[config.mk]
export PLATFORM = sky130hd
export DESIGN_NAME = psram_arbiter
export DESIGN_NICKNAME = d
export VERILOG_FILES = /design/src/rtl/psram_arbiter_pkg.sv /design/src/rtl/psram_arbiter.sv
export SDC_FILE = /design/constraint.sdc
export NUM_CORES = 1
export LEC_CHECK = 0
export CORE_AREA = 2 2 235 237
export CTS_BUF_LIST = sky130_fd_sc_hd__clkbuf_8
export CTS_CLUSTER_DIAMETER = 150
export DETAILED_ROUTE_END_ITERATION = 8
export DIE_AREA = 0 0 237 239
export GPL_TIMING_DRIVEN = 0
export PLACE_DENSITY = 0.36
export SYNTH_ARGS = -nofsm -noshare
export SYNTH_HDL_FRONTEND = slang
export SYNTH_SLANG_ARGS = --single-unit
[constraint.sdc]
create_clock -name clk -period 3.85 [get_ports clk]
set_input_delay 0.385 -clock clk [delete_from_list [all_inputs] [get_ports clk]]
set_output_delay 0.385 -clock clk [all_outputs]
set_load 0.03 [all_outputs]
[src/rtl/psram_arbiter_pkg.sv]
// Shared definitions for the two-port PSRAM line arbiter:
// FSM encoding and the line-address / line-buffer geometry.
package psram_arbiter_pkg;

  localparam int LINE_AW = 18;
  localparam int BUF_AW  = 2;
  localparam int BUF_DW  = 128;

  typedef enum logic [1:0] {
    ST_IDLE  = 2'd0,
    ST_ISSUE = 2'd1,
    ST_BUSY  = 2'd2,
    ST_DONE  = 2'd3
  } state_t;

endpackage

[src/rtl/psram_arbiter.sv]
// Two-port arbiter in front of a single PSRAM line controller: port 0 is the
// CPU cache (read/write lines), port 1 is video (read lines only).
module psram_arbiter
  import psram_arbiter_pkg::*;
#(
  parameter int          P1_PRIO   = 1,
  parameter int unsigned ISSUE_TMO = 15
) (
  input  logic               clk,
  input  logic               reset,
  input  logic               p0_rd_req,
  input  logic               p0_wr_req,
  input  logic [LINE_AW-1:0] p0_addr,
  output logic               p0_done,
  output logic               p0_buf_en,
  output logic               p0_buf_we,
  input  logic [BUF_DW-1:0]  p0_buf_rdata,
  input  logic               p1_rd_req,
  input  logic [LINE_AW-1:0] p1_addr,
  output logic               p1_done,
  output logic               p1_buf_en,
  output logic               p1_buf_we,
  output logic [BUF_AW-1:0]  buf_addr,
  output logic [BUF_DW-1:0]  buf_wdata,
  output logic               mem_rd,
  output logic               mem_wr,
  output logic [LINE_AW-1:0] mem_raddr,
  output logic [LINE_AW-1:0] mem_waddr,
  input  logic               mem_rd_busy,
  input  logic               mem_wr_busy,
  input  logic               mem_buf_en,
  input  logic               mem_buf_we,
  input  logic [BUF_AW-1:0]  mem_buf_addr,
  input  logic [BUF_DW-1:0]  mem_buf_wdata,
  output logic [BUF_DW-1:0]  mem_buf_rdata,
  output logic               err
);

  localparam int TMO_W = (ISSUE_TMO > 0) ? $clog2(ISSUE_TMO + 1) : 1;

  state_t             r_state;
  state_t             w_next;
  logic               r_gnt;
  logic               r_wr;
  logic               r_last_gnt;
  logic [LINE_AW-1:0] r_addr;
  logic [TMO_W-1:0]   r_tmo_cnt;
  logic               r_mem_rd;
  logic               r_mem_wr;
  logic               r_p0_done;
  logic               r_p1_done;
  logic               r_err;

  logic w_p0_req;
  logic w_any_req;
  logic w_sel_p1;
  logic w_lat_wr;
  logic w_busy;
  logic w_tmo;
  logic w_active;

  assign w_p0_req  = p0_rd_req | p0_wr_req;
  assign w_any_req = w_p0_req | p1_rd_req;
  assign w_busy    = r_wr ? mem_wr_busy : mem_rd_busy;
  assign w_tmo     = (r_tmo_cnt == TMO_W'(ISSUE_TMO));

  // Round-robin only matters on a conflict: the port not granted last wins.
  always_comb begin
    w_sel_p1 = 1'b0;
    if (P1_PRIO != 0) begin
      w_sel_p1 = p1_rd_req;
    end else if (p1_rd_req && w_p0_req) begin
      w_sel_p1 = ~r_last_gnt;
    end else begin
      w_sel_p1 = p1_rd_req;
    end
  end

  // Operation for the transfer about to run; video never writes.
  always_comb begin
    w_lat_wr = r_wr;
    if (r_state == ST_IDLE) begin
      w_lat_wr = ~w_sel_p1 & p0_wr_req;
    end else begin
      w_lat_wr = r_wr;
    end
  end

  always_ff @(posedge clk) begin
    if (reset) begin
      r_state <= ST_IDLE;
    end else begin
      r_state <= w_next;
    end
  end

  always_comb begin
    w_next = r_state;
    case (r_state)
      ST_IDLE: begin
        if (w_any_req) w_next = ST_ISSUE;
        else           w_next = ST_IDLE;
      end
      ST_ISSUE: begin
        if (w_busy)     w_next = ST_BUSY;
        else if (w_tmo) w_next = ST_DONE;
        else            w_next = ST_ISSUE;
      end
      ST_BUSY: begin
        if (!w_busy) w_next = ST_DONE;
        else         w_next = ST_BUSY;
      end
      ST_DONE: w_next = ST_IDLE;
      default: w_next = ST_IDLE;
    endcase
  end

  // Buffer strobes reach only the granted port, and only while the controller owns the transfer.
  always_comb begin
    w_active  = (r_state == ST_ISSUE) || (r_state == ST_BUSY);
    p0_buf_en = w_active & ~r_gnt & mem_buf_en;
    p0_buf_we = w_active & ~r_gnt & mem_buf_we;
    p1_buf_en = w_active &  r_gnt & mem_buf_en;
    p1_buf_we = w_active &  r_gnt & mem_buf_we;
  end

  always_ff @(posedge clk) begin
    if (reset) begin
      r_gnt      <= 1'b0;
      r_wr       <= 1'b0;
      r_last_gnt <= 1'b1;
      r_addr     <= '0;
      r_tmo_cnt  <= '0;
      r_mem_rd   <= 1'b0;
      r_mem_wr   <= 1'b0;
      r_p0_done  <= 1'b0;
      r_p1_done  <= 1'b0;
      r_err      <= 1'b0;
    end else begin
      if (r_state == ST_IDLE && w_any_req) begin
        r_gnt      <= w_sel_p1;
        r_wr       <= w_lat_wr;
        r_addr     <= w_sel_p1 ? p1_addr : p0_addr;
        r_last_gnt <= w_sel_p1;
      end
      if (r_state == ST_ISSUE && w_next == ST_ISSUE) begin
        r_tmo_cnt <= r_tmo_cnt + TMO_W'(1);
      end else begin
        r_tmo_cnt <= '0;
      end
      // Request strobes are computed from the next state so they are clean flop outputs.
      r_mem_rd  <= (w_next == ST_ISSUE) & ~w_lat_wr;
      r_mem_wr  <= (w_next == ST_ISSUE) &  w_lat_wr;
      r_p0_done <= (w_next == ST_DONE) & ~r_gnt;
      r_p1_done <= (w_next == ST_DONE) &  r_gnt;
      r_err     <= r_err | ((r_state == ST_ISSUE) & ~w_busy & w_tmo);
    end
  end

  assign p0_done       = r_p0_done;
  assign p1_done       = r_p1_done;
  assign mem_rd        = r_mem_rd;
  assign mem_wr        = r_mem_wr;
  assign mem_raddr     = r_addr;
  assign mem_waddr     = r_addr;
  assign err           = r_err;
  assign buf_addr      = mem_buf_addr;
  assign buf_wdata     = mem_buf_wdata;
  assign mem_buf_rdata = p0_buf_rdata;

endmodule

==> results.py, run 1 <==
metrics = {
    "worst_setup_path": {
        "worst-path-max-fanout": 5,
        "critical_path.startpoint_type": "register",
        "timing.rr.start": "r_state[0]",
        "reg2reg_depth": 7,
        "timing.rr.end": "r_gnt",
        "cp_data_required_time_ps": 3460,
        "arrival_ps": 2010,
        "timing.critical_path.to_type": "output pin",
        "slack_of_the_worst_reg_to_reg_path_ps": 1870,
        "setup.worst_path.class": "reg -> out",
    },
    "routing": {
        "detail_route.drc_violations": 0,
        "vias": 3794,
        "detail-route-antenna-nets": 0,
        "detail_route.iter0.violations": 81,
        "drt-total-wl_um": 22200,
        "avg_wl_per_cell_um": 14.9,
        "firstDrtPassIters": 4,
        "post_drt_via_cell_ratio": 2.55,
    },
    "run": {
        "drv.max_cap_violation_count": 0,
    },
    "cts": {
        "postCtsSetupBuffers": 0,
        "cts_root_buf": "sky130_fd_sc_hd__clkbuf_8",
        "clock_tree.htree_level_count": 2,
        "cts_buffers": 5,
        "cts_resized": 0,
        "worstSkewPairLatency_ps": 310,
        "cts_max_path_buffers": 2,
        "clk_pin_slew_ps": 90,
        "hold_fix_buffers_cts": 0,
        "clock-sinks": 31,
        "tritoncts_clock_tree": "done",
    },
    "power": {
        "seqPwrFrac_pct": 19.3,
        "switching_share_pct": 41.6,
        "power.clock.fraction_pct": 18.6,
        "power.combinational.fraction_pct": 62.1,
        "power-per-cell-area_nw_per_um2": 250,
        "worst_ir_drop_vdd_v": 0.000118,
        "power.leakage_nw": 3.34,
        "switching_power_mw": 0.829,
        "internal-power_mw": 1.16,
        "report.power.total_mw": 1.99,
    },
    "logic_synthesis": {
        "synth.area.top_cells": "sky130_fd_sc_hd__buf_4 (59%), sky130_fd_sc_hd__dfxtp_1 (18%), sky130_fd_sc_hd__mux2i_1 (5.4%), sky130_fd_sc_hd__a211oi_1 (4.3%), sky130_fd_sc_hd__nor2_1 (2.7%)",
        "synthCells": 425,
        "sequential_area_share_after_synthesis_pct": 17.7,
        "asyncSetResetFlopFracSynth_pct": 0,
        "post_synthesis_net_count": 733,
        "postSynth.topFlopCell": "sky130_fd_sc_hd__dfxtp_1",
        "synth_most_common_cell": "sky130_fd_sc_hd__buf_4",
        "ys_ff_latch": 31,
        "synth.avg_cell_area_um2": 8.23,
        "synth_enable_flop_cells": 0,
        "synth_cell_type_count": 33,
        "cell_type_contributing_the_most_total_cell_area_after_synthesis": "sky130_fd_sc_hd__buf_4",
        "post_synth_most_frequent_cells": "sky130_fd_sc_hd__buf_4 (276), sky130_fd_sc_hd__dfxtp_1 (31), sky130_fd_sc_hd__nor2_1 (25)",
        "synthesis.yosys.warnings": 0,
        "netlist_area_um2": 3500,
        "synthDominantCellAreaShare_pct": 59.2,
    },
    "final_layout": {
        "final_cell_area_um2": 7970,
        "regArea_um2": 621,
        "filler_cell_count": 6125,
        "final_util_pct": 14.7,
        "multi_input_area_um2": 739,
        "drive_above_1_share_pct": 37.9,
        "area_overhead_of_the_layout_relative_to_synthesis_pct": 128,
        "finalNonFillerCells": 1486,
        "final_nets": 1086,
    },
    "timing": {
        "rsz0062_at_grt": "no",
        "finalCriticalPeriod_ps": 2400,
        "period_share_pct": 62.3,
        "achievable-frequency_ghz": 0.417,
        "relSlewSlack_pct": 49.8,
        "final_number_of_setup_violating_endpoints": 0,
        "timing_hold_violations_final": 0,
        "worst_clock_skew_ps": 14.9,
        "fin_max_slew_vios": 0,
        "finalSetupTns_ps": 0,
        "worst-slew-pin-transition_ps": 753,
    },
    "global_routing": {
        "grt_use_total_pct": 7.09,
        "first_global_vias": 3898,
        "antenna_found_initial": 14,
        "grt_first_pass_wirelength_um": 28100,
        "pin_count_of_the_biggest_net_entering_global_routing": 11,
        "gr-total-overflow": 0,
    },
    "die": {
        "die-width_um": 237,
        "pin_count": 606,
        "core.rowCount": 86,
        "die_height_um": 239,
        "placeableCoreArea_um2": 54300,
        "initial_core_util_pct": 6.44,
        "die_area_um2": 56600,
    },
    "place": {
        "dpl.cell_count": 1475,
        "gp_routability_congestion": 0.774,
        "postPlaceCellArea_um2": 7840,
        "hpwl_after_detailed_placement_um": 19900,
        "placement.io_buffers": 346,
    },
    "min_path": {
        "worst_hold_path_stage_count": 2,
        "min_delay_worst_endpoint": "err",
        "min-delay-start": "err",
        "min_path_type": "reg -> reg",
    },
    "outcome": {
        "status": "finished, final reports clean",
    },
}
area by class of cell:
type / count / area share (%)
repair buffers: 346 / 43.5
clock buffers: 6 / 1.04
flip-flops and latches: 31 / 7.79
well taps: 704 / 11.1
inverters: 5 / 0.236
clock inverters: 2 / 0.440
diodes: 3 / 0.0942
multi-input cells: 102 / 9.28
plain buffers: 287 / 26.6
metrics by stage:
step | hold WS (ps) | worst slack [ps]
after CTS | 471 | 1400
after detailed placement | 484 | 1600
after global placement | 479 | 1620
after floorplan | 439 | 2160
final | 490 | 1450
after global routing | 535 | 1330
power by group through the flow:
stage | combinational (mW) | clock [mW] | sequential [mW]
global route | 1.30 | 0.413 | 0.393
CTS | 1.26 | 0.413 | 0.389
floorplan | 0.697 | 0 | 0.438
detailed placement | 1.25 | 0 | 0.396
global placement | 1.26 | 0 | 0.395
finish | 1.24 | 0.370 | 0.385
how the worst max path moves through the flow:
| stage | from | to | slack [ps] |
|---|---|---|---|
| detailed placement | p0_rd_req | r_gnt | 1600 |
| floorplan | r_state[1] | mem_wr | 2160 |
| finish | r_state[0] | p0_buf_we | 1450 |
| global route | r_state[0] | p0_buf_we | 1330 |
| global placement | p0_rd_req | r_gnt | 1620 |
| CTS | r_state[0] | p0_buf_we | 1400 |
placed cells by master, fill, tap and decap left out, types with 2 or more instances in the layout:
cell type and instances:
sky130_fd_sc_hd__clkdlybuf4s50_1 346, sky130_fd_sc_hd__buf_4 276, sky130_fd_sc_hd__dfxtp_1 31, sky130_fd_sc_hd__nor2_1 25, sky130_fd_sc_hd__a211oi_1 20, sky130_fd_sc_hd__mux2i_1 19, sky130_fd_sc_hd__buf_2 6, sky130_fd_sc_hd__clkbuf_8 6
sky130_fd_sc_hd__ha_1 5, sky130_fd_sc_hd__inv_1 4, sky130_fd_sc_hd__nand2_1 4, sky130_fd_sc_hd__clkbuf_1 4, sky130_fd_sc_hd__diode_2 3, sky130_fd_sc_hd__nand3_1 3, sky130_fd_sc_hd__nor3_1 3, sky130_fd_sc_hd__a21oi_1 2
sky130_fd_sc_hd__nand3b_1 2, sky130_fd_sc_hd__o21ai_0 2, sky130_fd_sc_hd__xor2_1 2
cell families after synthesis:
family	count (synthesis)	share of synthesized area (%)
AO/OA/AOI/OAI	31	7.12
XOR/XNOR	2	0.501
flip-flops	31	17.7
adder cells (fa/ha/maj)	5	1.79
AND/OR/NAND/NOR	44	5.86
multiplexers	20	5.86
buffers and inverters	292	61.1
metal layers:
metal  global-route usage [%]  routed length, um  vias up
li1                         -                  -     1792
met1                     6.92               7410     1674
met2                     13.3              11800      284
met3                     3.09               2360       34
met4                     2.38                527       10
met5                        0                 61        -
sequential cells by signal (all words and copies together) (netlist names):
signal,flops
r_gnt,1
p0_done,1
p1_done,1
err,1
mem_wr,1
r_wr,1
mem_raddr,18
r_state,2
r_tmo_cnt,4
mem_rd,1
worst max-delay path, cell delays in order (launching register included):
cell and delay, ps:
sky130_fd_sc_hd__dfxtp_1 400, sky130_fd_sc_hd__inv_1 120, sky130_fd_sc_hd__ha_1 340, sky130_fd_sc_hd__nand2_1 80
sky130_fd_sc_hd__nor2_1 100, sky130_fd_sc_hd__clkdlybuf4s50_1 680
Note: power is estimated with default switching activity, not from simulation.
==> inputs of run 2 (changes only) <==
PLACE_DENSITY = 0.37   (was 0.36)
clock period = 2.1 ns   (was 3.85 ns; I/O delays follow)
==> results.py, run 2 (synthesized netlist as in run 1, its figures left out) <==
metrics = {
    "outcome": {
        "status": "finished, final reports clean",
    },
    "routing": {
        "avg_wl_per_cell_um": 14.8,
        "drt-total-wl_um": 22000,
        "vias": 3786,
        "detail-route-antenna-nets": 0,
        "detail_route.iter0.violations": 70,
        "firstDrtPassIters": 4,
        "post_drt_via_cell_ratio": 2.55,
        "detail_route.drc_violations": 0,
    },
    "die": {
        "pin_count": 606,
        "core.rowCount": 86,
        "die-width_um": 237,
        "placeableCoreArea_um2": 54300,
        "initial_core_util_pct": 6.44,
        "die_height_um": 239,
        "die_area_um2": 56600,
    },
    "cts": {
        "cts_root_buf": "sky130_fd_sc_hd__clkbuf_8",
        "cts_max_path_buffers": 2,
        "tritoncts_clock_tree": "done",
        "clock-sinks": 31,
        "cts_buffers": 5,
        "clock_tree.htree_level_count": 2,
        "clk_pin_slew_ps": 80,
        "hold_fix_buffers_cts": 0,
        "worstSkewPairLatency_ps": 310,
    },
    "worst_setup_path": {
        "timing.critical_path.slowest_stage_cell": "sky130_fd_sc_hd__dlygate4sd2_1",
        "timing.rr.end": "mem_wr",
        "worst-path-max-fanout": 5,
        "cp_data_required_time_ps": 1890,
        "cp_slowest_stage_delay_ps": 400,
        "slack_of_the_worst_reg_to_reg_path_ps": 180,
        "timing.rr.start": "r_state[1]",
        "critical_path.startpoint_type": "register",
        "arrival_ps": 1730,
        "crit_buf_inv": 2,
        "timing.critical_path.to_type": "output pin",
        "critical_path_cell_by_cell": "inv_1 -> ha_1 -> nand2_1 -> nor2_1 -> dlygate4sd2_1",
        "setup.worst_path.class": "reg -> out",
        "reg2reg_depth": 7,
        "critical_path.top_delay_family": "buffers and inverters",
    },
    "timing": {
        "period_share_pct": 92.5,
        "fin_max_slew_vios": 0,
        "finalSetupTns_ps": 0,
        "finalCriticalPeriod_ps": 1940,
        "rsz0062_at_grt": "no",
        "timing_hold_violations_final": 0,
        "achievable-frequency_ghz": 0.515,
        "relSlewSlack_pct": 54.4,
        "worst_clock_skew_ps": 3.38,
        "final_number_of_setup_violating_endpoints": 0,
        "worst-slew-pin-transition_ps": 684,
    },
    "final_layout": {
        "area_overhead_of_the_layout_relative_to_synthesis_pct": 127,
        "most-common-layout-cells": "sky130_fd_sc_hd__clkdlybuf4s50_1 (342), sky130_fd_sc_hd__buf_4 (277), sky130_fd_sc_hd__dfxtp_1 (31)",
        "layout.cells.most_common": "sky130_fd_sc_hd__clkdlybuf4s50_1",
        "largest_register_ffs": 18,
        "final_cell_area_um2": 7960,
        "drive_above_1_share_pct": 37.9,
        "final_nets": 1086,
        "finalNonFillerCells": 1484,
    },
    "min_path": {
        "min-delay-start": "p1_rd_req",
        "min_path_type": "in -> reg",
        "min_delay_worst_endpoint": "r_wr",
        "worst_hold_path_stage_count": 3,
    },
    "global_routing": {
        "pin_count_of_the_biggest_net_entering_global_routing": 12,
        "first_global_vias": 3835,
        "grt_first_pass_wirelength_um": 28400,
        "gr-total-overflow": 0,
        "antenna_found_initial": 9,
        "grt_use_total_pct": 7.11,
    },
    "place": {
        "postPlaceCellArea_um2": 7840,
        "dpl.cell_count": 1475,
        "placement.io_buffers": 346,
        "hpwl_after_detailed_placement_um": 19700,
        "gp_routability_congestion": 0.753,
    },
    "power": {
        "worst_ir_drop_vdd_v": 0.000175,
        "power.leakage_nw": 3.36,
        "power-per-cell-area_nw_per_um2": 456,
    },
    "run": {
        "drv.max_cap_violation_count": 0,
    },
}
-- run 2: what timing repair did --
item / 4_1_cts / 5_1_grt
setup endpoints to repair: 4 / 10
resized for setup: 4 / 2
buffers inserted: 0 / 0
-- run 2: worst max-delay path by stage --
stage / from / endpoint / slack [ps] / cells past startpoint
3_5_place_dp: r_state[0] / mem_raddr[9] / 60 / 7
3_3_place_gp: r_state[0] / mem_raddr[9] / 90 / 7
2_1_floorplan: r_state[1] / mem_wr / 410 / 7
4_1_cts: r_state[0] / mem_raddr[14] / 40 / 7
6_report: r_state[0] / p0_buf_we / 160 / 5
5_1_grt: r_state[0] / p0_buf_we / 10 / 5
-- run 2: metal layers --
metal | vias up | part of all wire, % | track usage [%]
met4 | 2 | 2.0 | 1.69
met1 | 1694 | 35 | 7.31
met5 | - | 0.059 | 0
li1 | 1789 | - | -
met2 | 273 | 53 | 13.5
met3 | 28 | 9.7 | 2.75
-- run 2: worst min-delay path, stage by stage --
cell,delay [ps]
sky130_fd_sc_hd__clkbuf_1,160
sky130_fd_sc_hd__nand3b_1,150
sky130_fd_sc_hd__a21oi_1,60
-- run 2: final cells by class --
type | instances | area (um^2)
timing repair buffer | 346 | 3460
clock inverter | 3 | 43.8
clock buffer | 5 | 68.8
sequential | 31 | 621
fill | 6113 | 46400
antenna | 1 | 2.50
tap | 704 | 881
inverter | 5 | 18.8
buffer | 287 | 2120
multi-input combinational | 102 | 739
-- run 2: per-stage QoR --
stage | util (%) | hold slack (ps) | total power [mW] | setup WS [ps]
floorplan | - | 283 | 2.08 | 412
CTS | 14.6 | 286 | 3.74 | 38.7
finish | 14.6 | 312 | 3.63 | 157
detailed placement | 14.4 | 471 | 3.03 | 56.7
global route | 14.6 | 310 | 3.83 | 14.5
global placement | 14.4 | 469 | 3.03 | 93.2
-- run 2: power breakdown --
| part | internal, mW | switching [mW] | total, mW |
|---|---|---|---|
| sequential | 0.648 | 0.0569 | 0.705 |
| clock | 0.354 | 0.301 | 0.655 |
| combinational | 1.10 | 1.17 | 2.27 |
